### src/rtl/fifo_skew_scheduler_pkg.sv
// fifo_skew_scheduler_pkg: shared state type, default sizes and the skew read window
package fifo_skew_scheduler_pkg;
    localparam int DATA_WIDTH_DEF = 8;
    localparam int ROWS_DEF       = 4;
    localparam int LENGTH_DEF     = 16;
    localparam int READ_LAT_DEF   = 1;

    typedef enum logic [2:0] {IDLE, LOAD, DRAIN, FLUSH, DONE, ERR} sched_state_t;

    // Row i reads during the k cycles that start at t == i, producing the diagonal skew
    function automatic logic skew_window(input int t, input int i, input int k);
        return (t >= i) && (t < i + k);
    endfunction
endpackage

### src/rtl/fifo_skew_scheduler_if.sv
// fifo_skew_scheduler_if: control, input stream, row FIFO and status bundle of the scheduler
interface fifo_skew_scheduler_if
    import fifo_skew_scheduler_pkg::*;
#(
    parameter int DATA_WIDTH = DATA_WIDTH_DEF,
    parameter int ROWS       = ROWS_DEF,
    parameter int LENGTH     = LENGTH_DEF
) ();
    localparam int KW = $clog2(LENGTH + 1);

    logic                  start;
    logic                  abort;
    logic [KW-1:0]         k_len;
    logic                  in_valid;
    logic [DATA_WIDTH-1:0] in_data;
    logic                  in_ready;
    logic [ROWS-1:0]       fifo_write;
    logic [DATA_WIDTH-1:0] fifo_wdata;
    logic [ROWS-1:0]       fifo_read;
    logic [ROWS-1:0]       fifo_full;
    logic [ROWS-1:0]       fifo_empty;
    logic [ROWS-1:0]       fifo_overflow;
    logic [ROWS-1:0]       fifo_underflow;
    logic [ROWS-1:0]       row_valid;
    logic                  busy;
    logic                  done;
    logic                  error;

    modport master (
        output start, abort, k_len, in_valid, in_data,
               fifo_full, fifo_empty, fifo_overflow, fifo_underflow,
        input  in_ready, fifo_write, fifo_wdata, fifo_read, row_valid, busy, done, error
    );

    modport slave (
        input  start, abort, k_len, in_valid, in_data,
               fifo_full, fifo_empty, fifo_overflow, fifo_underflow,
        output in_ready, fifo_write, fifo_wdata, fifo_read, row_valid, busy, done, error
    );
endinterface

### src/rtl/fifo_skew_scheduler_read_gen.sv
// skew_read_gen: per-row skewed read strobes and the row_valid delay line
module skew_read_gen
    import fifo_skew_scheduler_pkg::*;
#(
    parameter int ROWS     = ROWS_DEF,
    parameter int READ_LAT = READ_LAT_DEF,
    parameter int TW       = 5,
    parameter int KW       = 5
) (
    input  logic            clk,
    input  logic            reset_n,
    input  logic            en_i,
    input  logic            clr_i,
    input  logic [TW-1:0]   t_i,
    input  logic [KW-1:0]   k_i,
    output logic [ROWS-1:0] rd_o,
    output logic [ROWS-1:0] row_valid_o
);
    logic [ROWS-1:0] pipe_q [READ_LAT];

    // One window comparator per row, live only while draining
    always_comb begin
        rd_o = '0;
        for (int i = 0; i < ROWS; i++) rd_o[i] = en_i && skew_window(int'(t_i), i, int'(k_i));
    end

    // Delay the read strobes by the FIFO read latency so they line up with fifo data_out
    always_ff @(posedge clk or negedge reset_n) begin
        if (!reset_n) begin
            for (int s = 0; s < READ_LAT; s++) pipe_q[s] <= '0;
        end else if (clr_i) begin
            for (int s = 0; s < READ_LAT; s++) pipe_q[s] <= '0;
        end else begin
            pipe_q[0] <= rd_o;
            for (int s = 1; s < READ_LAT; s++) pipe_q[s] <= pipe_q[s-1];
        end
    end

    assign row_valid_o = pipe_q[READ_LAT-1];
endmodule

### src/rtl/fifo_skew_scheduler.sv
// fifo_skew_scheduler: loads a row-major tile into row FIFOs, then drains them with diagonal skew
module fifo_skew_scheduler
    import fifo_skew_scheduler_pkg::*;
#(
    parameter int DATA_WIDTH = DATA_WIDTH_DEF,
    parameter int ROWS       = ROWS_DEF,
    parameter int LENGTH     = LENGTH_DEF,
    parameter int READ_LAT   = READ_LAT_DEF
) (
    input logic                  clk,
    input logic                  reset_n,
    fifo_skew_scheduler_if.slave bus
);
    localparam int KW = $clog2(LENGTH + 1);
    localparam int TW = $clog2(LENGTH + ROWS + READ_LAT);
    localparam int RW = $clog2(ROWS);
    localparam int CW = $clog2(LENGTH);

    sched_state_t  state_q, state_d;
    logic [KW-1:0] k_q, k_d;
    logic [RW-1:0] row_q, row_d;
    logic [CW-1:0] col_q, col_d;
    logic [TW-1:0] t_q, t_d;
    logic          accept, fault, col_last, row_last, t_last, flush_last;

    assign fault      = |(bus.fifo_overflow | bus.fifo_underflow);
    assign col_last   = KW'(col_q) + KW'(1) == k_q;
    assign row_last   = row_q == RW'(ROWS - 1);
    assign t_last     = t_q == TW'(k_q) + TW'(ROWS - 2);
    assign flush_last = t_q == TW'(READ_LAT - 1);

    assign bus.in_ready   = state_q == LOAD && !bus.abort && !bus.fifo_full[row_q];
    assign accept         = bus.in_ready && bus.in_valid;
    assign bus.fifo_wdata = accept ? bus.in_data : '0;
    assign bus.busy       = state_q != IDLE;
    assign bus.done       = state_q == DONE;
    assign bus.error      = state_q == ERR;

    // Steer each accepted element into the FIFO of the row being loaded
    always_comb begin
        bus.fifo_write = '0;
        bus.fifo_write[row_q] = accept;
    end

    // Next state and counters; abort beats everything, a FIFO fault beats progress
    always_comb begin
        state_d = state_q;
        k_d     = k_q;
        row_d   = row_q;
        col_d   = col_q;
        t_d     = t_q;
        if (bus.abort) begin
            state_d = IDLE;
        end else begin
            case (state_q)
                IDLE: if (bus.start) begin
                    state_d = bus.k_len == '0 ? DONE : (bus.k_len > KW'(LENGTH) ? ERR : LOAD);
                    k_d     = bus.k_len;
                    row_d   = '0;
                    col_d   = '0;
                end
                LOAD: if (fault) begin
                    state_d = ERR;
                end else if (accept) begin
                    col_d = col_last ? '0 : col_q + 1'b1;
                    row_d = col_last && !row_last ? row_q + 1'b1 : row_q;
                    if (col_last && row_last) begin
                        state_d = DRAIN;
                        t_d     = '0;
                    end
                end
                DRAIN: if (fault) begin
                    state_d = ERR;
                end else if (t_last) begin
                    state_d = FLUSH;
                    t_d     = '0;
                end else begin
                    t_d = t_q + 1'b1;
                end
                FLUSH: if (fault) begin
                    state_d = ERR;
                end else if (flush_last) begin
                    state_d = DONE;
                end else begin
                    t_d = t_q + 1'b1;
                end
                DONE:    state_d = IDLE;
                ERR:     state_d = ERR;
                default: state_d = IDLE;
            endcase
        end
    end

    // State and counter registers
    always_ff @(posedge clk or negedge reset_n) begin
        if (!reset_n) begin
            state_q <= IDLE;
            k_q     <= '0;
            row_q   <= '0;
            col_q   <= '0;
            t_q     <= '0;
        end else begin
            state_q <= state_d;
            k_q     <= k_d;
            row_q   <= row_d;
            col_q   <= col_d;
            t_q     <= t_d;
        end
    end

    skew_read_gen #(
        .ROWS    (ROWS),
        .READ_LAT(READ_LAT),
        .TW      (TW),
        .KW      (KW)
    ) u_read_gen (
        .clk        (clk),
        .reset_n    (reset_n),
        .en_i       (state_q == DRAIN && !bus.abort),
        .clr_i      (bus.abort),
        .t_i        (t_q),
        .k_i        (k_q),
        .rd_o       (bus.fifo_read),
        .row_valid_o(bus.row_valid)
    );
endmodule

### src/flat_wrapper.sv
// flat-port wrapper written by rule: the top's interface ports become plain ports
module fifo_skew_scheduler_flat import fifo_skew_scheduler_pkg::*;
#(
    parameter int DATA_WIDTH = DATA_WIDTH_DEF,
    parameter int ROWS       = ROWS_DEF,
    parameter int LENGTH     = LENGTH_DEF,
    parameter int READ_LAT   = READ_LAT_DEF
)
  (clk, reset_n, bus_start, bus_abort, bus_k_len, bus_in_valid, bus_in_data, bus_fifo_full, bus_fifo_empty, bus_fifo_overflow, bus_fifo_underflow, bus_in_ready, bus_fifo_write, bus_fifo_wdata, bus_fifo_read, bus_row_valid, bus_busy, bus_done, bus_error);
  fifo_skew_scheduler_if #(.DATA_WIDTH(DATA_WIDTH), .ROWS(ROWS), .LENGTH(LENGTH)) bus_i ();
  input logic clk;
  input logic reset_n;
  input wire logic [$bits(bus_i.start)-1:0] bus_start;
  input wire logic [$bits(bus_i.abort)-1:0] bus_abort;
  input wire logic [$bits(bus_i.k_len)-1:0] bus_k_len;
  input wire logic [$bits(bus_i.in_valid)-1:0] bus_in_valid;
  input wire logic [$bits(bus_i.in_data)-1:0] bus_in_data;
  input wire logic [$bits(bus_i.fifo_full)-1:0] bus_fifo_full;
  input wire logic [$bits(bus_i.fifo_empty)-1:0] bus_fifo_empty;
  input wire logic [$bits(bus_i.fifo_overflow)-1:0] bus_fifo_overflow;
  input wire logic [$bits(bus_i.fifo_underflow)-1:0] bus_fifo_underflow;
  output wire logic [$bits(bus_i.in_ready)-1:0] bus_in_ready;
  output wire logic [$bits(bus_i.fifo_write)-1:0] bus_fifo_write;
  output wire logic [$bits(bus_i.fifo_wdata)-1:0] bus_fifo_wdata;
  output wire logic [$bits(bus_i.fifo_read)-1:0] bus_fifo_read;
  output wire logic [$bits(bus_i.row_valid)-1:0] bus_row_valid;
  output wire logic [$bits(bus_i.busy)-1:0] bus_busy;
  output wire logic [$bits(bus_i.done)-1:0] bus_done;
  output wire logic [$bits(bus_i.error)-1:0] bus_error;
  assign bus_i.start = bus_start;
  assign bus_i.abort = bus_abort;
  assign bus_i.k_len = bus_k_len;
  assign bus_i.in_valid = bus_in_valid;
  assign bus_i.in_data = bus_in_data;
  assign bus_i.fifo_full = bus_fifo_full;
  assign bus_i.fifo_empty = bus_fifo_empty;
  assign bus_i.fifo_overflow = bus_fifo_overflow;
  assign bus_i.fifo_underflow = bus_fifo_underflow;
  assign bus_in_ready = bus_i.in_ready;
  assign bus_fifo_write = bus_i.fifo_write;
  assign bus_fifo_wdata = bus_i.fifo_wdata;
  assign bus_fifo_read = bus_i.fifo_read;
  assign bus_row_valid = bus_i.row_valid;
  assign bus_busy = bus_i.busy;
  assign bus_done = bus_i.done;
  assign bus_error = bus_i.error;
  fifo_skew_scheduler #(.DATA_WIDTH(DATA_WIDTH), .ROWS(ROWS), .LENGTH(LENGTH), .READ_LAT(READ_LAT)) u_core (.clk(clk), .reset_n(reset_n), .bus(bus_i));
endmodule
### config.mk
export PLATFORM = sky130hd
export DESIGN_NAME = fifo_skew_scheduler_flat
export DESIGN_NICKNAME = d
export VERILOG_FILES = /design/src/rtl/fifo_skew_scheduler_pkg.sv /design/src/rtl/fifo_skew_scheduler_if.sv /design/src/rtl/fifo_skew_scheduler_read_gen.sv /design/src/rtl/fifo_skew_scheduler.sv /design/src/flat_wrapper.sv
export SDC_FILE = /design/constraint.sdc
export NUM_CORES = 1
export LEC_CHECK = 0
export CAP_MARGIN = 15
export CELL_PAD_IN_SITES_DETAIL_PLACEMENT = 1
export CELL_PAD_IN_SITES_GLOBAL_PLACEMENT = 1
export CORE_MARGIN = 1
export CORE_UTILIZATION = 39
export DETAILED_ROUTE_END_ITERATION = 6
export HOLD_SLACK_MARGIN = 0.12
export PLACE_DENSITY = 0.95
export SETUP_SLACK_MARGIN = 0.1
export SYNTH_ARGS = -nofsm -noshare
export SYNTH_HDL_FRONTEND = slang
export SYNTH_SLANG_ARGS = --single-unit
export TNS_END_PERCENT = 20
### constraint.sdc
create_clock -name clk -period 4.1 [get_ports clk]
set_input_delay 1.23 -clock clk [delete_from_list [all_inputs] [get_ports clk]]
set_output_delay 1.23 -clock clk [all_outputs]
set_load 0.05 [all_outputs]
==> results.md, run 1 <==
* Status: finished clean
* Clock H-tree levels at 1
* Max Root-Sink Buffers at 2
* Register area at 578 sq um
* Uppermost routed layer: met4
* Vias in the first global route at 2458
* Synth Cell Area at 2120 sq um
* Core Util, Final at 60.6%
* Sum Neg Setup Slack at 0 ps
* DRC Markers at 0
* Final wirelength at 8500 um
* CP max-delay cell: mux4_2
* Fin. max-slew vios at 0
* Design Power at 1.28 mW
* Post-route worst setup slack at about 140 ps
* Reg-to-reg slack, setup at 1220 ps
* Peak supply drop at around 0.23 mV
* YS warnings at 0
* Stages on the worst setup path at 7
* DR pass1 iterations at 4
* Post-Syn Instances at 237
* Family with the most delay on the worst path: buffers and inverters
* Multi-input logic area at about 1600 sq um
* Total grt overflow at 0
* Share of layout cells above drive strength 1 at 23.4%
* Initial detailed-routing violation count at 93
* Async S/R FF share, synth at 100%
* Vias at 2255
* Bufs and invs on worst path at 4
* FILL cells at around 550
* Critical Path Sink: bus_fifo_write[3]
* #FFs+latches synth at 23
* Die area at 5730 sq um
* Hold_ws at between 500 and 600 ps
* M1 wire length at 3180 um
* Cell taking the most area after synthesis: dfrtp_1
* Final Cell Area at 3140 sq um
* Syn Nets at 303
* ANT nets after route at 0
* Critical Path Most Common Cell: buf_6
* Crit. Startpoint: bus_fifo_full[1]
* Largest net degree at the start of global routing at 24
* Peak Freq at 0.252 GHz
* Worst-Skew Late Latency at 270 ps
* Core Area at around 5200 sq um
* Hold Violations, Final at 0
* P per Cell Area at 407 nW/um^2
* # nets final at 371
* EDFF count, synth at 0
* DP Cell Count at 364
* Min cycle time layout at slightly below 4000 ps
* Root buf cell: clkbuf_8
* Final Skew at 7.33 ps
* Syn_area_per_cell at 8.94 sq um
* TritonCTS clock tree: done
* Reg2Reg Depth at 8
* RR Startpoint: u_core.k_q[2]
* CP Launch Type: input pin
* LEAKAGE at between 1 and 1.5 nW
* Clock Pin Slew Worst Setup and Hold Paths at 80 ps
* Diodes inserted at 0
* Placement Setup Slack at -152 ps
* Max cap viols at 0
* Worst-Margin Slew at 859 ps
* Non-filler cells, final at 374
* Met2 routed wirelength at 4440 um
* Global-route total usage across every layer at between 30% and 40%
* GP Congestion at 0.836
* FF-to-FF End: u_core.state_q[0]
* I/O pin cnt at a little under 60
* Worst hold path type: reg -> reg
* Final period utilization at 96.7%
* Final setup fails at 0
* Routed len/inst at between 20 and 25 um
* Worst-path cell chain: clkdlybuf4s15_1 > mux4_2 > or2_4 > buf_6 > nor3_4 > buf_6 > buf_12
* Cts hold-fix bufs at 0
* CTS Buf Count at 3
* Worst Path Arrival at 2730 ps
* Rows at 26
* Die width at about 76 um
* CP Class: in -> out
* Area after DPL at a little under 3000 sq um
* Worst Path Required at 2870 ps
* Die Ht at 75.7 um
* TritonCTS sink count at 23
* Slew margin rel. at 42.3%
* Crit end category: output pin
* Top post-synthesis cells by area: dfrtp_1, ha_1, xnor2_1
* CP peak stage delay at 460 ps
* Hpwl dp at roughly 6000 um
* Sequential-to-total area share from yosys stat at a little over a quarter
* Initial Utilization at about two fifths
* Area Growth Syn to Fin at 48.1%
* Met3 WL at between 400 and 500 um
* Synth Flop Type: dfrtp_1
* Post-synthesis cell type count at 49
* CP Max Fanout at 2
* Via/cell ratio at 6.03
* First-pass GRT wire length at 12600 um
* RSZ-0062 raised after global routing: yes
* Top-area cell type share of the netlist area at 27.2%
* IO buf count at 53
* Initial antenna violation count at 0
[cells by family (layout without fill, tap and decap cells)]
logic type / count (synthesis) / count (layout) / share of synthesized area [%]
compound gates: 56 / 56 / 18.7
flops: 23 / 23 / 27.2
mux: 7 / 7 / 4.13
xor+xnor: 12 / 12 / 4.96
fa+ha+maj: 32 / 32 / 18.9
buf+inv: 20 / 87 / 3.60
simple gates: 87 / 87 / 22.6
[layout make-up]
type	instances	area share (%)
clock buffers	4	1.44
inverters	15	1.79
multi-input cells	194	49.5
flip-flops and latches	23	18.4
well taps	70	2.79
repair buffers	68	26.0
[Yosys cell counts, types with 2 or more instances]
library cell and count:
ha_1 32, a311oi_1 2, o211ai_1 3, nand2_1 17
o31ai_1 2, or2_4 2, and3_1 2, nor4_1 4
a21oi_1 7, xnor2_1 10, nand3_1 10, o21ai_0 11
xor2_1 2, a31oi_1 3, clkbuf_1 4, nor4b_1 2
dfrtp_1 23, o221ai_1 2, a21o_1 3, o21bai_1 2
a211oi_1 6, o21a_1 6, nor2b_1 3, inv_1 15
nor2_1 9, nor3_1 9, mux2i_1 2, and2_1 13
or2_2 2, o31a_1 2, nand2b_1 6, mux2_2 4
[placed cells by master (no fill, tap or decap), types with 4 or more instances in the layout]
master           netlist  layout
mux2_2                 4       4
clkdlybuf4s50_1        0      31
a21oi_1                7       6
nand2_1               17      17
inv_1                 15      15
o21a_1                 6       6
buf_12                 0      17
xnor2_1               10      10
o21ai_0               11      10
ha_1                  32      32
buf_6                  0       4
buf_4                  0      11
nor4_1                 4       4
dfrtp_1               23      21
nor3_1                 9       8
nand2b_1               6       5
and2_4                 0      11
nand3_1               10       9
nor2_1                 9       7
[layer usage]
metal / vias up / track usage [%]
met1: 1105 / 33.5
met3: 41 / 5.82
li1: 1007 / -
met5: - / 0.926
met2: 102 / 54.6
met4: 0 / 18.3
[worst min-delay path by stage]
stage | start | to | slack, ps | cells past startpoint
4_1_cts | u_core.col_q[1] | u_core.col_q[1] | 540 | 2
6_report | u_core.col_q[1] | u_core.col_q[1] | 550 | 2
3_3_place_gp | u_core.col_q[1] | u_core.col_q[1] | 490 | 2
5_1_grt | u_core.col_q[1] | u_core.col_q[1] | 590 | 2
2_1_floorplan | u_core.col_q[1] | u_core.col_q[1] | 480 | 2
3_5_place_dp | u_core.col_q[1] | u_core.col_q[1] | 530 | 2
[power breakdown]
| group | internal [mW] | total (mW) | switching, mW |
|---|---|---|---|
| clock | 0.0694 | 0.143 | 0.0738 |
| sequential | 0.274 | 0.367 | 0.0931 |
| combinational | 0.352 | 0.768 | 0.416 |
| total | 0.695 | 1.28 | 0.583 |
[worst min-delay path, stage by stage (launching register included)]
cell and delay (ps):
dfrtp_1 380, nand2_1 50, o21ai_0 80
[what timing repair did]
| action | 4_1_cts | 5_1_grt |
|---|---|---|
| gates resized for setup | 29 | 14 |
| setup buffers | 2 | 3 |
| setup endpoints to repair | 16 | 15 |
| hold endpoints to repair | 0 | 0 |
| pin swaps | 2 | 3 |
| cloned | 1 | 0 |
[state kept, by name (all words and copies together) (netlist names)]
signal	flops
u_core.col_q	4
u_core.row_q	2
u_core.k_q	5
u_core.t_q	5
u_core.u_read_gen.row_valid_o	4
u_core.state_q	3
Note: power is estimated with default switching activity, not from simulation.
==> run 2: changes to the inputs <==
- SKIP_CTS_REPAIR_TIMING: not set -> 1
- SLEW_MARGIN: not set -> 20
==> run 2 against run 1 <==
  * Clock skew shrank 1.5 ps
  * Non-clock buffer count shrank 4
  * Routed wire length shrank 5.0%
  * Hold slack is essentially flat
  * Flip-flop and latch count is the same
  * Utilization shrank 0.73 points
  * First-iteration DRC count grew 66%
  * Clock power is essentially flat
  * Design area shrank 1.2%
  * Sequential share of layout area grew 0.22 points
  * Critical path type unchanged
  * Largest power group unchanged
==> results.md, run 2 (synthesis gave the netlist of run 1 again) <==
* Status: finished clean
* LEAKAGE at 1.36 nW (-0.10%)
* Hpwl dp at 5940 um (unchanged)
* CP Launch Type: input pin
* Final period utilization at 98.8% (+2.1 points)
* CTS Buf Count at 3 (unchanged)
* Crit. Startpoint: bus_abort
* Initial detailed-routing violation count at 154 (+66%)
* Die width at 75.7 um (unchanged)
* Die area at 5730 sq um (unchanged)
* Largest net degree at the start of global routing at 24 (unchanged)
* Worst Path Arrival at 2820 ps (+90 ps)
* Most frequent cells in the layout: ha_1, clkdlybuf4s50_1, dfrtp_1
* Root buf cell: clkbuf_8
* Fin. max-slew vios at 0 (unchanged)
* Worst hold path type: reg -> reg
* Final Skew at 5.88 ps (-1.46 ps)
* RSZ-0062 raised after global routing: yes
* DRC Markers at 0 (unchanged)
* Hold_ws at 552 ps (+0.167 ps)
* Min cycle time layout at 4050 ps (+86.3 ps)
* Via/cell ratio at 5.91 (-2.0%)
* Max Root-Sink Buffers at 2 (unchanged)
* Area Growth Syn to Fin at 46.3%
* Worst Path Required at 2870 ps (about the same)
* Die Ht at 75.7 um (unchanged)
* Share of layout cells above drive strength 1 at 20.3% (-3.0 points)
* Global-route total usage across every layer at 27.1% (-3.4 points)
* First-pass GRT wire length at 11400 um (-9.3%)
* Initial antenna violation count at 0 (unchanged)
* Clock Pin Slew Worst Setup and Hold Paths at 80 ps (about the same)
* Top flop regs: u_core.k_q: 5 flops, u_core.t_q: 5 flops
* Worst-Margin Slew at 840 ps (-19.6 ps)
* Routed len/inst at 21.8 um (-4.0%)
* Final setup fails at 0 (unchanged)
* TritonCTS sink count at 23 (unchanged)
* Slew margin rel. at 43.6% (+1.3 points)
* IO buf count at 53 (unchanged)
* Hold Startpoint: u_core.col_q[1]
* Peak supply drop at 0.217 mV (-6.3%)
* TritonCTS clock tree: done
* Worst-Skew Late Latency at 260 ps (about the same)
* Final wirelength at 8070 um (-5.0%)
* GP Congestion at 0.836 (unchanged)
* Diodes inserted at 0 (unchanged)
* CP Max Fanout at 6 (+4)
* Crit end category: output pin
* ANT nets after route at 0 (unchanged)
* Design Power at 1.27 mW (-1.0%)
* Core Area at 5170 sq um (unchanged)
* Vias in the first global route at 2340 (-4.8%)
* Reg-to-reg slack, setup at 1150 ps (-70 ps)
* I/O pin cnt at 58 (unchanged)
* Peak Freq at 0.247 GHz (-2.1%)
* # nets final at 367 (-1.1%)
* RR Startpoint: u_core.k_q[1]
* Initial Utilization at 41.0% (unchanged)
* P per Cell Area at 408 nW/um^2 (+0.18%)
* Core Util, Final at 59.9% (-0.73 points)
* Sum Neg Setup Slack at 0 ps (unchanged)
* CP Class: in -> out
* Vias at 2186 (-3.1%)
* Total grt overflow at 0 (unchanged)
* Hold Violations, Final at 0 (unchanged)
* Rows at 26 (unchanged)
* DR pass1 iterations at 4 (unchanged)
* Max cap viols at 0 (unchanged)
* Clock H-tree levels at 1 (unchanged)
==> run 2: changes by cell type in the layout (fill, tap and decap cells not counted), sizes merged <==
cell	change
clkdlybuf4s15	-1
dlymetal6s2s	+3
clkdlybuf4s50	+1
buf	-4
clkbuf	-3
==> run 2: final timing paths <==
kind                                      to  cells after the start
max                         bus_fifo_read[0]                      5
min                          u_core.col_q[1]                      2
max reg2reg                u_core.state_q[0]                      9
min reg2reg                  u_core.col_q[1]                      2
max in group asynchronous      u_core.k_q[2]                      2
min in group asynchronous      u_core.t_q[4]                      2
==> run 2: layout make-up <==
| type | count | area (sq um) |
|---|---|---|
| clock buffers | 4 | 45.0 |
| fillers | 551 | 2070 |
| inverters | 15 | 56.3 |
| multi-input cells | 194 | 1530 |
| flip-flops and latches | 23 | 578 |
| well taps | 70 | 87.6 |
| repair buffers | 64 | 801 |
==> run 2: layer usage <==
| layer | vias up | wire (um) | share of wire, % | GRT usage [%] |
|---|---|---|---|---|
| met1 | 1083 | 3110 | 39 | 31.3 |
| li1 | 989 | - | - | - |
| met5 | - | 0 | 0 | 0 |
| met2 | 82 | 4300 | 53 | 50.9 |
| met4 | 0 | 336 | 4.2 | 9.05 |
| met3 | 32 | 321 | 4.0 | 4.10 |
==> run 2: critical path, cell delays in order <==
cell and delay, ps:
clkdlybuf4s50_1 490, nor2_1 230, nand3_2 230, a211oi_1 440, buf_12 190
==> run 2: report_power, final <==
group / total, mW / switching (mW) / internal [mW] / leakage, nW
registers: 0.371 / 0.0977 / 0.274 / 0.295
logic: 0.752 / 0.412 / 0.340 / 1.04
clock network: 0.142 / 0.0724 / 0.0694 / 0.0228
==> run 2: metrics by stage <==
step / instance area (sq um) / instances / setup slack (ps)
floorplan: 2120 / 237 / -135
global placement: 2960 / 364 / -56.6
detailed placement: 2960 / 364 / -152
CTS: 3000 / 368 / -168
global route: 3100 / 370 / 6.08
finish: 3100 / 370 / 50.0
